### src/rtl/axi_pipeline_adder.sv
// Ready/valid streaming adder: a+b is computed CHUNK_SZ bits per stage with the
// carry rippled through registers, operands and user sideband travel alongside.
module axi_pipeline_adder #(
  parameter int DWIDTH   = 32,
  parameter int CHUNK_SZ = 8,
  parameter int UWIDTH   = 9
) (
  input  logic              clk,
  input  logic              areset,
  input  logic              s_axi_valid,
  output logic              s_axi_ready,
  input  logic [DWIDTH-1:0] s_axi_data_a,
  input  logic [DWIDTH-1:0] s_axi_data_b,
  input  logic [UWIDTH-1:0] s_axi_user,
  output logic              m_axi_valid,
  input  logic              m_axi_ready,
  output logic [DWIDTH-1:0] m_axi_data_a,
  output logic [DWIDTH-1:0] m_axi_data_b,
  output logic [DWIDTH-1:0] m_axi_data_result,
  output logic              m_axi_data_carry,
  output logic [UWIDTH-1:0] m_axi_user
);

  localparam int NUM_STAGES = DWIDTH / CHUNK_SZ;
  localparam int LAST       = NUM_STAGES - 1;

  typedef struct packed {
    logic [DWIDTH-1:0] a;
    logic [DWIDTH-1:0] b;
    logic [UWIDTH-1:0] user;
    logic [DWIDTH-1:0] res;
    logic              carry;
  } beat_t;

  logic [NUM_STAGES-1:0] valid_q;
  beat_t                 stage_q   [NUM_STAGES];

  logic [NUM_STAGES-1:0] stage_ready;
  logic                  ready_chain;
  logic [NUM_STAGES-1:0] up_valid;
  beat_t                 up        [NUM_STAGES];
  beat_t                 nxt       [NUM_STAGES];
  logic [CHUNK_SZ:0]     chunk_sum [NUM_STAGES];

  // A stage can load unless it is full and everything downstream of it is full
  // with the consumer stalled; this lets bubbles collapse.
  always_comb begin
    stage_ready = '0;
    ready_chain = m_axi_ready;
    for (int k = NUM_STAGES - 1; k >= 0; k--) begin
      // NOTE: blocking assignments are correct in combinational logic; the
      // running chain value must be visible to the next loop iteration.
      ready_chain    = ready_chain | ~valid_q[k];
      stage_ready[k] = ready_chain;
    end
  end

  assign s_axi_ready = stage_ready[0];

  always_comb begin
    up_valid    = '0;
    up_valid[0] = s_axi_valid;
    up[0]       = '{a: s_axi_data_a, b: s_axi_data_b, user: s_axi_user,
                    res: '0, carry: 1'b0};
    for (int k = 1; k < NUM_STAGES; k++) begin
      up_valid[k] = valid_q[k-1];
      up[k]       = stage_q[k-1];
    end
    for (int k = 0; k < NUM_STAGES; k++) begin
      chunk_sum[k] = {1'b0, up[k].a[k*CHUNK_SZ +: CHUNK_SZ]}
                   + {1'b0, up[k].b[k*CHUNK_SZ +: CHUNK_SZ]}
                   + (CHUNK_SZ+1)'(up[k].carry);
      nxt[k]       = up[k];
      nxt[k].res[k*CHUNK_SZ +: CHUNK_SZ] = chunk_sum[k][CHUNK_SZ-1:0];
      nxt[k].carry = chunk_sum[k][CHUNK_SZ];
    end
  end

  always_ff @(posedge clk or posedge areset) begin
    if (areset) begin
      valid_q <= '0;
      // NOTE: datapath registers are reset too, so outputs read all-zero while
      // idle after reset; the array is small so this costs little.
      for (int k = 0; k < NUM_STAGES; k++) stage_q[k] <= '0;
    end else begin
      for (int k = 0; k < NUM_STAGES; k++) begin
        if (stage_ready[k]) begin
          valid_q[k] <= up_valid[k];
          if (up_valid[k]) stage_q[k] <= nxt[k];
        end
      end
    end
  end

  assign m_axi_valid       = valid_q[LAST];
  assign m_axi_data_a      = stage_q[LAST].a;
  assign m_axi_data_b      = stage_q[LAST].b;
  assign m_axi_data_result = stage_q[LAST].res;
  assign m_axi_data_carry  = stage_q[LAST].carry;
  assign m_axi_user        = stage_q[LAST].user;

endmodule

### config.mk
export PLATFORM = sky130hd
export DESIGN_NAME = axi_pipeline_adder
export DESIGN_NICKNAME = d
export VERILOG_FILES = /design/src/rtl/axi_pipeline_adder.sv
export SDC_FILE = /design/constraint.sdc
export NUM_CORES = 1
export LEC_CHECK = 0
export CELL_PAD_IN_SITES_DETAIL_PLACEMENT = 1
export CELL_PAD_IN_SITES_GLOBAL_PLACEMENT = 1
export CORE_ASPECT_RATIO = 0.8
export CORE_MARGIN = 3
export CORE_UTILIZATION = 39
export CTS_CLUSTER_DIAMETER = 80
export DETAILED_ROUTE_END_ITERATION = 8
export PLACE_DENSITY = 0.82
export SLEW_MARGIN = 0
export SYNTH_ARGS = -nofsm -noshare
export SYNTH_HDL_FRONTEND = slang
export SYNTH_SLANG_ARGS = --single-unit
### constraint.sdc
create_clock -name clk -period 13.5 [get_ports clk]
set_clock_uncertainty 0.2 [all_clocks]
set_input_delay 2.7 -clock clk [delete_from_list [all_inputs] [get_ports clk]]
set_output_delay 2.7 -clock clk [all_outputs]
set_load 0.01 [all_outputs]
==> results.toml <==
[outcome]
status = "completed"

[grt]
grt_usage_pct = 19.5
overflow = 0
antenna_found_initial = 3
grt_pass1_vias = 13300
grt_max_degree = 183
grt_pass1_wl_um = 70800

[floorplanning]
start_util_pct = 39.8
io_pins = 185
die_w_um = 235
dieHeight_um = 189
die-area_mm2 = 0.0444
core_mm2 = 0.0410
rows = 66

[sta]
rsz0062_at_grt = "false"
period_minus_slack_ps = 7230
slew-limit-headroom_pct = 19.1
max_freq_ghz = 0.138
finalSetupViolations = 0
maxSlewViolCount = 0
fin_crit_sh_pct = 53.5
worstMarginPinSlew_ps = 1210
fin_setup_tns_ps = 0
hold_viol = 0

[clock_tree]
cts_sinks = 380
htree_num_levels = 2
cts_tree = "done"
cts_buffers = 40
cts.clk_slew.worst_paths_ps = 60
worstSkewPairLatency_ps = 520
clk_path_buf_depth = 3
postCtsSetupRepairBufs = 0
cts-resized-gates = 0
root_buffer = "clkbuf_16"
holdBufCountCts = 0

[yosys]
avgSynthCellArea_um2 = 8.88
synth_commonest_cells = "nand2_1, dfrtp_1, buf_4"
syn-cell-area_mm2 = 0.0163
yosys.area_share.xor_xnor_pct = 0.482
ys_warn_count = 0
muxShareOfSynthArea_pct = 0
synthMostInstantiatedCell = "nand2_1"
synth_top_family_by_area = "simple AND/OR/NAND/NOR gates"
synth_cell_types = 53
ys_seq_elements = 380
synth-edff-count = 0
synthSimpleGateAreaFrac_pct = 26.4
yosysTopAreaCellShare_pct = 58.2
async_flop_share_pct = 100
synthAdderAreaFrac_pct = 3.08
synth_ff_type = "dfrtp_1"
ys_seq_area_share_pct = 58.2
synth_largest_area_cell = "dfrtp_1"
synth_area_leaders = "dfrtp_1, nand2_1, buf_4, ha_1, buf_2"
synth_compound_area_share_pct = 4.31
syn_inst = 1842
syn-num-nets = 1955

[pwr]
leakage_nw = 9.91
powerDensity_mw_per_mm2 = 195
ir_drop_mv = 0.0702

[routing]
vias = 12100
vias_per_cell = 4.93
wl_per_cell_um = 17.4
drtAntennaViolNets = 0
wl_um = 42700
drtPass1Iterations = 4
initialDrtViolationCount = 617
drc = 0

[final_layout]
fillers = 4683
nets = 2003
antenna_cells = 0
syn_to_final_growth_pct = 16.5
drive_above_1_share_pct = 4.23
post-route-cell-area_mm2 = 0.0191

[min_path]
hp-class = "flip-flop to flip-flop"

[critical_path]
arrival_ps = 4330
end_kind = "output pin"
cp_max_fo = 5
critPathKind = "input port to output pin"
cp.required_ps = 10600
startpoint_type = "input port"

[placement]
port_buffers = 184
place_hpwl_um = 27500
gp_congestion = 0.805
post_dp_cell_area_mm2 = 0.0178

[run]
maxCapViolations = 0
metrics by stage:
step | setup WS [ps] | instances | hold slack (ps) | util, % | power (mW)
after global placement | 6290 | 2392 | 247 | 43.4 | 2.63
after global routing | 6190 | 2459 | 293 | 46.4 | 3.97
after floorplan | 42.6 | 1842 | 230 | - | 2.35
final | 6270 | 2459 | 266 | 46.4 | 3.72
after detailed placement | 6290 | 2392 | 257 | 43.4 | 2.68
after CTS | 6270 | 2459 | 266 | 46.4 | 3.78
state kept, by name (all words and copies together) (netlist names):
name               cells
m_axi_data_a          32
m_axi_data_carry       1
nxt                  267
valid_q                4
stage_q                3
m_axi_user             9
m_axi_data_result     32
m_axi_data_b          32
cells by family (layout without fill, tap and decap cells):
kind of cell / count (synthesis) / in the layout
simple gates: 1122 / 1122
buf+inv: 196 / 269
compound gates: 99 / 99
flops: 380 / 380
fa+ha+maj: 36 / 36
xor+xnor: 9 / 9
routing by layer:
| metal | vias up | global-route usage (%) | part of all wire, % |
|---|---|---|---|
| li1 | 5710 | - | - |
| met3 | 66 | 3.16 | 3.8 |
| met4 | 6 | 4.59 | 1.9 |
| met2 | 206 | 34.2 | 49 |
| met5 | - | 0 | 0.082 |
| met1 | 6125 | 25.5 | 45 |
critical path: stages:
cell and delay, ps:
clkdlybuf4s50_1 440, and4b_1 480, nand2_1 180, clkdlybuf4s50_1 520
layout by cell type (no fill, tap or decap), types with 5 or more instances in the layout:
| cell | count |
|---|---|
| a211oi_1 | 6 |
| a21o_1 | 5 |
| a21oi_1 | 15 |
| buf_4 | 8 |
| clkbuf_1 | 9 |
| clkbuf_16 | 41 |
| clkbuf_8 | 7 |
| clkdlybuf4s50_1 | 184 |
| clkinv_2 | 7 |
| dfrtp_1 | 380 |
| fa_1 | 7 |
| ha_1 | 29 |
| inv_1 | 8 |
| nand2_1 | 1074 |
| nand2b_1 | 5 |
| nor2_1 | 9 |
| o211ai_1 | 6 |
| o21a_1 | 6 |
| o21ai_0 | 19 |
| o31ai_1 | 9 |
| xnor2_1 | 5 |
power by group:
group | internal, mW | switching (mW) | total, mW | leakage, nW
sequential | 1.46 | 0.211 | 1.67 | 4.78
clock | 0.631 | 0.445 | 1.08 | 0.622
combinational | 0.440 | 0.534 | 0.974 | 4.50
worst paths after layout:
check	end	slack, ps	start	cells past startpoint
worst max-delay path	s_axi_ready	6270	m_axi_ready	4
worst min-delay path	m_axi_data_a[13]	270	nxt[87]	2
worst max register to register	nxt[220]	10440	valid_q[2]	5
worst min register to register	m_axi_data_a[13]	270	nxt[87]	2
max in group asynchronous	m_axi_data_b[6]	8940	areset	3
min in group asynchronous	m_axi_data_result[27]	2530	areset	2
cell type report:
class                   instances  area, um^2  share of cell area [%]
clock buffers                  57        1160                    6.07
clock inverters                10         103                   0.538
inverters                       9        41.3                   0.217
multi-input cells            1266        5640                    29.6
flip-flops and latches        380        9510                    49.9
well taps                     544         681                    3.57
repair buffers                193        1920                    10.1
Note: power is estimated with default switching activity, not from simulation.
